===== src/rtl/program_counter_if.sv =====
// Fetch-stage PC bus: pipeline control in, current/successor address out.
interface program_counter_if #(
   parameter int WIDTH = 32
);
   logic             count;
   logic             shouldUseNewPC;
   logic [WIDTH-1:0] newPC;
   logic [WIDTH-1:0] pcAddress;
   logic [WIDTH-1:0] nextPCAddress;

   // Driven by pipeline control, observes the PC.
   modport master (
      output count, shouldUseNewPC, newPC,
      input  pcAddress, nextPCAddress
   );

   // The PC register itself.
   modport slave (
      input  count, shouldUseNewPC, newPC,
      output pcAddress, nextPCAddress
   );
endinterface


===== src/rtl/program_counter.sv =====
// Fetch-stage program counter: holds, steps by INCREMENT, or loads a redirect.
module program_counter #(
   parameter int               WIDTH      = 32,
   parameter logic [WIDTH-1:0] RESET_ADDR = 32'h0040_0000,
   parameter int unsigned      INCREMENT  = 4
) (
   input logic               clk,
   input logic               rst,
   program_counter_if.slave  bus
);
   localparam logic [WIDTH-1:0] STEP = WIDTH'(INCREMENT);

   logic [WIDTH-1:0] pc_q;
   logic [WIDTH-1:0] pc_d;
   logic [WIDTH-1:0] seq_pc;

   // Successor address; unsigned add wraps modulo 2^WIDTH.
   assign seq_pc = pc_q + STEP;

   // Next-state select: newPC is only looked at when a redirect is taken,
   // so an unknown target on a stall or sequential step cannot leak in.
   always_comb begin
      pc_d = pc_q;
      if (bus.count) begin
         if (bus.shouldUseNewPC) pc_d = bus.newPC;
         else                    pc_d = seq_pc;
      end
   end

   // PC register; reset wins over every other input.
   always_ff @(posedge clk) begin
      if (rst) pc_q <= RESET_ADDR;
      else     pc_q <= pc_d;
   end

   assign bus.pcAddress     = pc_q;
   assign bus.nextPCAddress = seq_pc;
endmodule


===== src/flat_wrapper.sv =====
// flat-port wrapper written by rule: the top's interface ports become plain ports
module program_counter_flat 
#(
   parameter int               WIDTH      = 32,
   parameter logic [WIDTH-1:0] RESET_ADDR = 32'h0040_0000,
   parameter int unsigned      INCREMENT  = 4
)
  (clk, rst, bus_count, bus_shouldUseNewPC, bus_newPC, bus_pcAddress, bus_nextPCAddress);
  program_counter_if #(.WIDTH(WIDTH)) bus_i ();
  input logic clk;
  input logic rst;
  input wire logic [$bits(bus_i.count)-1:0] bus_count;
  input wire logic [$bits(bus_i.shouldUseNewPC)-1:0] bus_shouldUseNewPC;
  input wire logic [$bits(bus_i.newPC)-1:0] bus_newPC;
  output wire logic [$bits(bus_i.pcAddress)-1:0] bus_pcAddress;
  output wire logic [$bits(bus_i.nextPCAddress)-1:0] bus_nextPCAddress;
  assign bus_i.count = bus_count;
  assign bus_i.shouldUseNewPC = bus_shouldUseNewPC;
  assign bus_i.newPC = bus_newPC;
  assign bus_pcAddress = bus_i.pcAddress;
  assign bus_nextPCAddress = bus_i.nextPCAddress;
  program_counter #(.WIDTH(WIDTH), .RESET_ADDR(RESET_ADDR), .INCREMENT(INCREMENT)) u_core (.clk(clk), .rst(rst), .bus(bus_i));
endmodule

===== config.mk =====
export PLATFORM = sky130hd
export DESIGN_NAME = program_counter_flat
export DESIGN_NICKNAME = d
export VERILOG_FILES = /design/src/rtl/program_counter_if.sv /design/src/rtl/program_counter.sv /design/src/flat_wrapper.sv
export SDC_FILE = /design/constraint.sdc
export NUM_CORES = 1
export LEC_CHECK = 0
export CAP_MARGIN = 20
export CORE_ASPECT_RATIO = 0.5
export CORE_MARGIN = 1.5
export CORE_UTILIZATION = 44
export CTS_BUF_LIST = sky130_fd_sc_hd__clkbuf_16
export DETAILED_ROUTE_END_ITERATION = 10
export PLACE_DENSITY = 0.88
export REMOVE_ABC_BUFFERS = 1
export SETUP_SLACK_MARGIN = 0.15
export SYNTH_ARGS = -nofsm -noshare
export SYNTH_HDL_FRONTEND = slang
export SYNTH_SLANG_ARGS = --single-unit

===== constraint.sdc =====
create_clock -name clk -period 2.8 [get_ports clk]
set_input_delay 0.56 -clock clk [delete_from_list [all_inputs] [get_ports clk]]
set_output_delay 0.56 -clock clk [all_outputs]
set_load 0.05 [all_outputs]

==> key figures <==
Outcome
  • Status: completed

Drt
  • Antenna viol nets, final: 0
  • DR WL/cell: 23.0 um
  • DRC Markers: 0
  • Initial DRC Count: 660
  • Vias/cell: 6.78
  • Vias: approximately 3600
  • Final WL: 12300 um
  • Initial DRT Pass Iterations: 7

Worst setup path
  • Worst path slowest cell: dfxtp_1
  • Crit path capture type: output pin
  • Critical path launch point: u_core.bus.pcAddress[15]$_SDFFE_PP0P_
  • Crit Reg-Reg Startpoint: u_core.bus.pcAddress[8]$_SDFFE_PP0P_
  • Required @ worst endpoint: between 2 and 2.5 ns
  • Critical path arrival: 2.23 ns
  • Crit path max fanout: 6
  • Kind of critical path: reg -> out
  • CP peak stage delay: 0.42 ns
  • Startpoint types: flop
  • Crit-path cells: nand2_1 > buf_4 > nor4_2 > nor4b_4 > xnor2_2 > buf_12

Worst hold path
  • Worst min path class: reg -> reg
  • HP Start: u_core.bus.pcAddress[0]$_SDFFE_PP0P_

Logic synthesis
  • Mapped Avg Cell Area: roughly 7.4 um^2
  • Mapped Cells: 336
  • Synth cell types: between 50 and 60
  • Synth Register Bits: 32
  • Synthesized cell area: 0.00249 mm^2
  • Asr flop ratio synth: 0
  • Synth warn: 0
  • Post-synth EDFFs: 0
  • Seq/Total Area, Yosys: 0.257
  • Top FF cell, synth: dfxtp_1

Global route
  • Antenna violations before repair: 0
  • Total grt overflow: 0
  • Total GRT Usage: 0.344
  • Number of global-route vias before repair: about 3200
  • First-pass GRT wire length: 16500 um
  • Largest net degree at the start of global routing: 56

CTS
  • CTS tree: built
  • # clock sinks: 32
  • Cts bufs inserted: 5
  • Clock latency on the worst-skew pair: between 0.2 and 0.3 ns
  • Clk root buf: clkbuf_16
  • H-tree levels: 2
  • Clk pin slew, worst setup/hold paths: 0.05 ns
  • Maximum root-to-sink buffer count: 2
  • Hold Buf Count CTS: 0

STA
  • Final hold vios: 0
  • Period minus WS final: between 2 and 3 ns
  • Fin. max-slew vios: 0
  • Worst Setup Slack, final: 0.0112 ns
  • RSZ-0062 raised after global routing: true
  • Final setup viols: 0
  • Layout Skew: 0.00484 ns
  • Slew HR: 0.552
  • Fmax: 359 MHz
  • Worst-Margin Slew: approximately 0.67 ns
  • Period utilization: 0.996

Placed design
  • PortBufs: 99
  • DP Cell Count: between 500 and 600
  • Dpl hpwl: roughly 6700 um
  • Post-placement cell area: 0.00392 mm^2
  • GPL Wtd Cong: around 0.94
  • Pre-CTS setup slack: 0.160 ns

Cells and area
  • Largest register FFs: 32
  • Synthesis-to-layout area growth: 79.2%
  • Layout Nets: 498
  • Most frequent cells in the layout: clkdlybuf4s50_1 (72), buf_4 (49), nor2_1 (35), nand2_1 (33), buf_12 (25)
  • Fraction of layout cells with a size suffix above 1: 0.295
  • Diode count: 0
  • Core Util, Final: 0.816
  • Final Non-Filler Cells: 534
  • Most common cell after layout, fill and taps aside: clkdlybuf4s50_1
  • Final instance area: 0.00446 mm^2

Floorplan
  • Initial Util: 0.455
  • Core Region: 0.00547 mm^2
  • Die Area: 0.00615 mm^2
  • Die width: 109 um
  • Die Ht: 56.2 um
  • Top Ports: 100
  • Core Rows: 19

Pwr
  • Pwr dens: 376 mW/mm^2
  • P_leak: ~1.8 nW
  • Tot Pwr: 1.68 mW
  • Maximum vdd ir drop: 0.258 mV

Run
  • Max-cap violations: 0
-- metal layers --
metal  vias to the layer above  routed length (um)  global-route usage
met4                         0                 879               0.154
met2                       381                5270               0.549
li1                       1472                   -                   -
met3                       117                1760               0.112
met1                      1652                4380               0.420
met5                         -                   0                   0
-- what timing repair did --
action                                  in CTS  in global routing
endpoints found under the setup margin      19                 19
gates resized for setup                     25                 33
buffers inserted                             7                 12
gates cloned                                 0                  0
pin swaps                                    6                 12
-- layout make-up --
cell class	instances	area (um^2)
Clock buffer	5	125
Clock inverter	2	7.51
Fill cell	274	1000
Inverter	9	33.8
Multi-Input combinational cell	264	1910
Sequential cell	32	678
Tap cell	73	91.3
Timing Repair Buffer	149	1620
-- synth_stat cells (5+ instances only) --
master	count	share of area
xnor2_1	19	0.067
a31oi_1	8	0.020
nor3_1	10	0.020
o21ai_0	18	0.036
xor2_1	9	0.032
buf_2	7	0.014
nand2_1	35	0.053
mux2i_1	6	0.024
dfxtp_1	32	0.26
a22oi_1	16	0.048
nor2_1	35	0.053
a21oi_1	18	0.036
and3_1	5	0.013
nand3_1	12	0.024
clkbuf_1	21	0.032
nand4_1	11	0.028
inv_1	9	0.014
-- power by group --
part	total [mW]	switching [mW]	internal (mW)	leakage (nW)
sequential	0.528	0.0484	0.480	0.270
clock	0.534	0.215	0.319	0.0648
combinational	0.617	0.363	0.253	1.51
total	1.68	0.627	1.05	1.84
-- per-stage QoR --
| step | hold slack, ns | TNS (ns) |
|---|---|---|
| after detailed placement | 0.468 | 0 |
| after global placement | 0.461 | 0 |
| after global routing | 0.497 | -0.0241 |
| after CTS | 0.476 | 0 |
| final | 0.473 | 0 |
| after floorplan | 0.629 | -6.28 |
-- final timing paths --
path / to / slack, ns / cells after the start
setup / recovery: bus_nextPCAddress[25] / 0.01 / 6
hold / removal: u_core.bus.pcAddress[0]$_SDFFE_PP0P_ / 0.47 / 2
setup reg to reg: u_core.bus.pcAddress[18]$_SDFFE_PP0P_ / 0.43 / 8
hold reg to reg: u_core.bus.pcAddress[0]$_SDFFE_PP0P_ / 0.47 / 2
-- worst max-delay path: cells and delay by family, from the launching register on --
| family | cells | cell delay, ns |
|---|---|---|
| XOR/XNOR | 1 | 0.21 |
| buffers and inverters | 2 | 0.42 |
| flip-flops | 1 | 0.42 |
| AND/OR/NAND/NOR | 3 | 0.90 |
-- logic make-up after synthesis --
| logic type | count (synthesis) | synth area share |
|---|---|---|
| AND/OR/NAND/NOR | 145 | 0.330 |
| AO/OA/AOI/OAI | 84 | 0.219 |
| buffers and inverters | 40 | 0.0668 |
| flip-flops | 32 | 0.257 |
| XOR/XNOR | 28 | 0.0985 |
| multiplexers | 6 | 0.0241 |
| adder cells (fa/ha/maj) | 1 | 0.00502 |
Power figures use the tool's default switching activity.
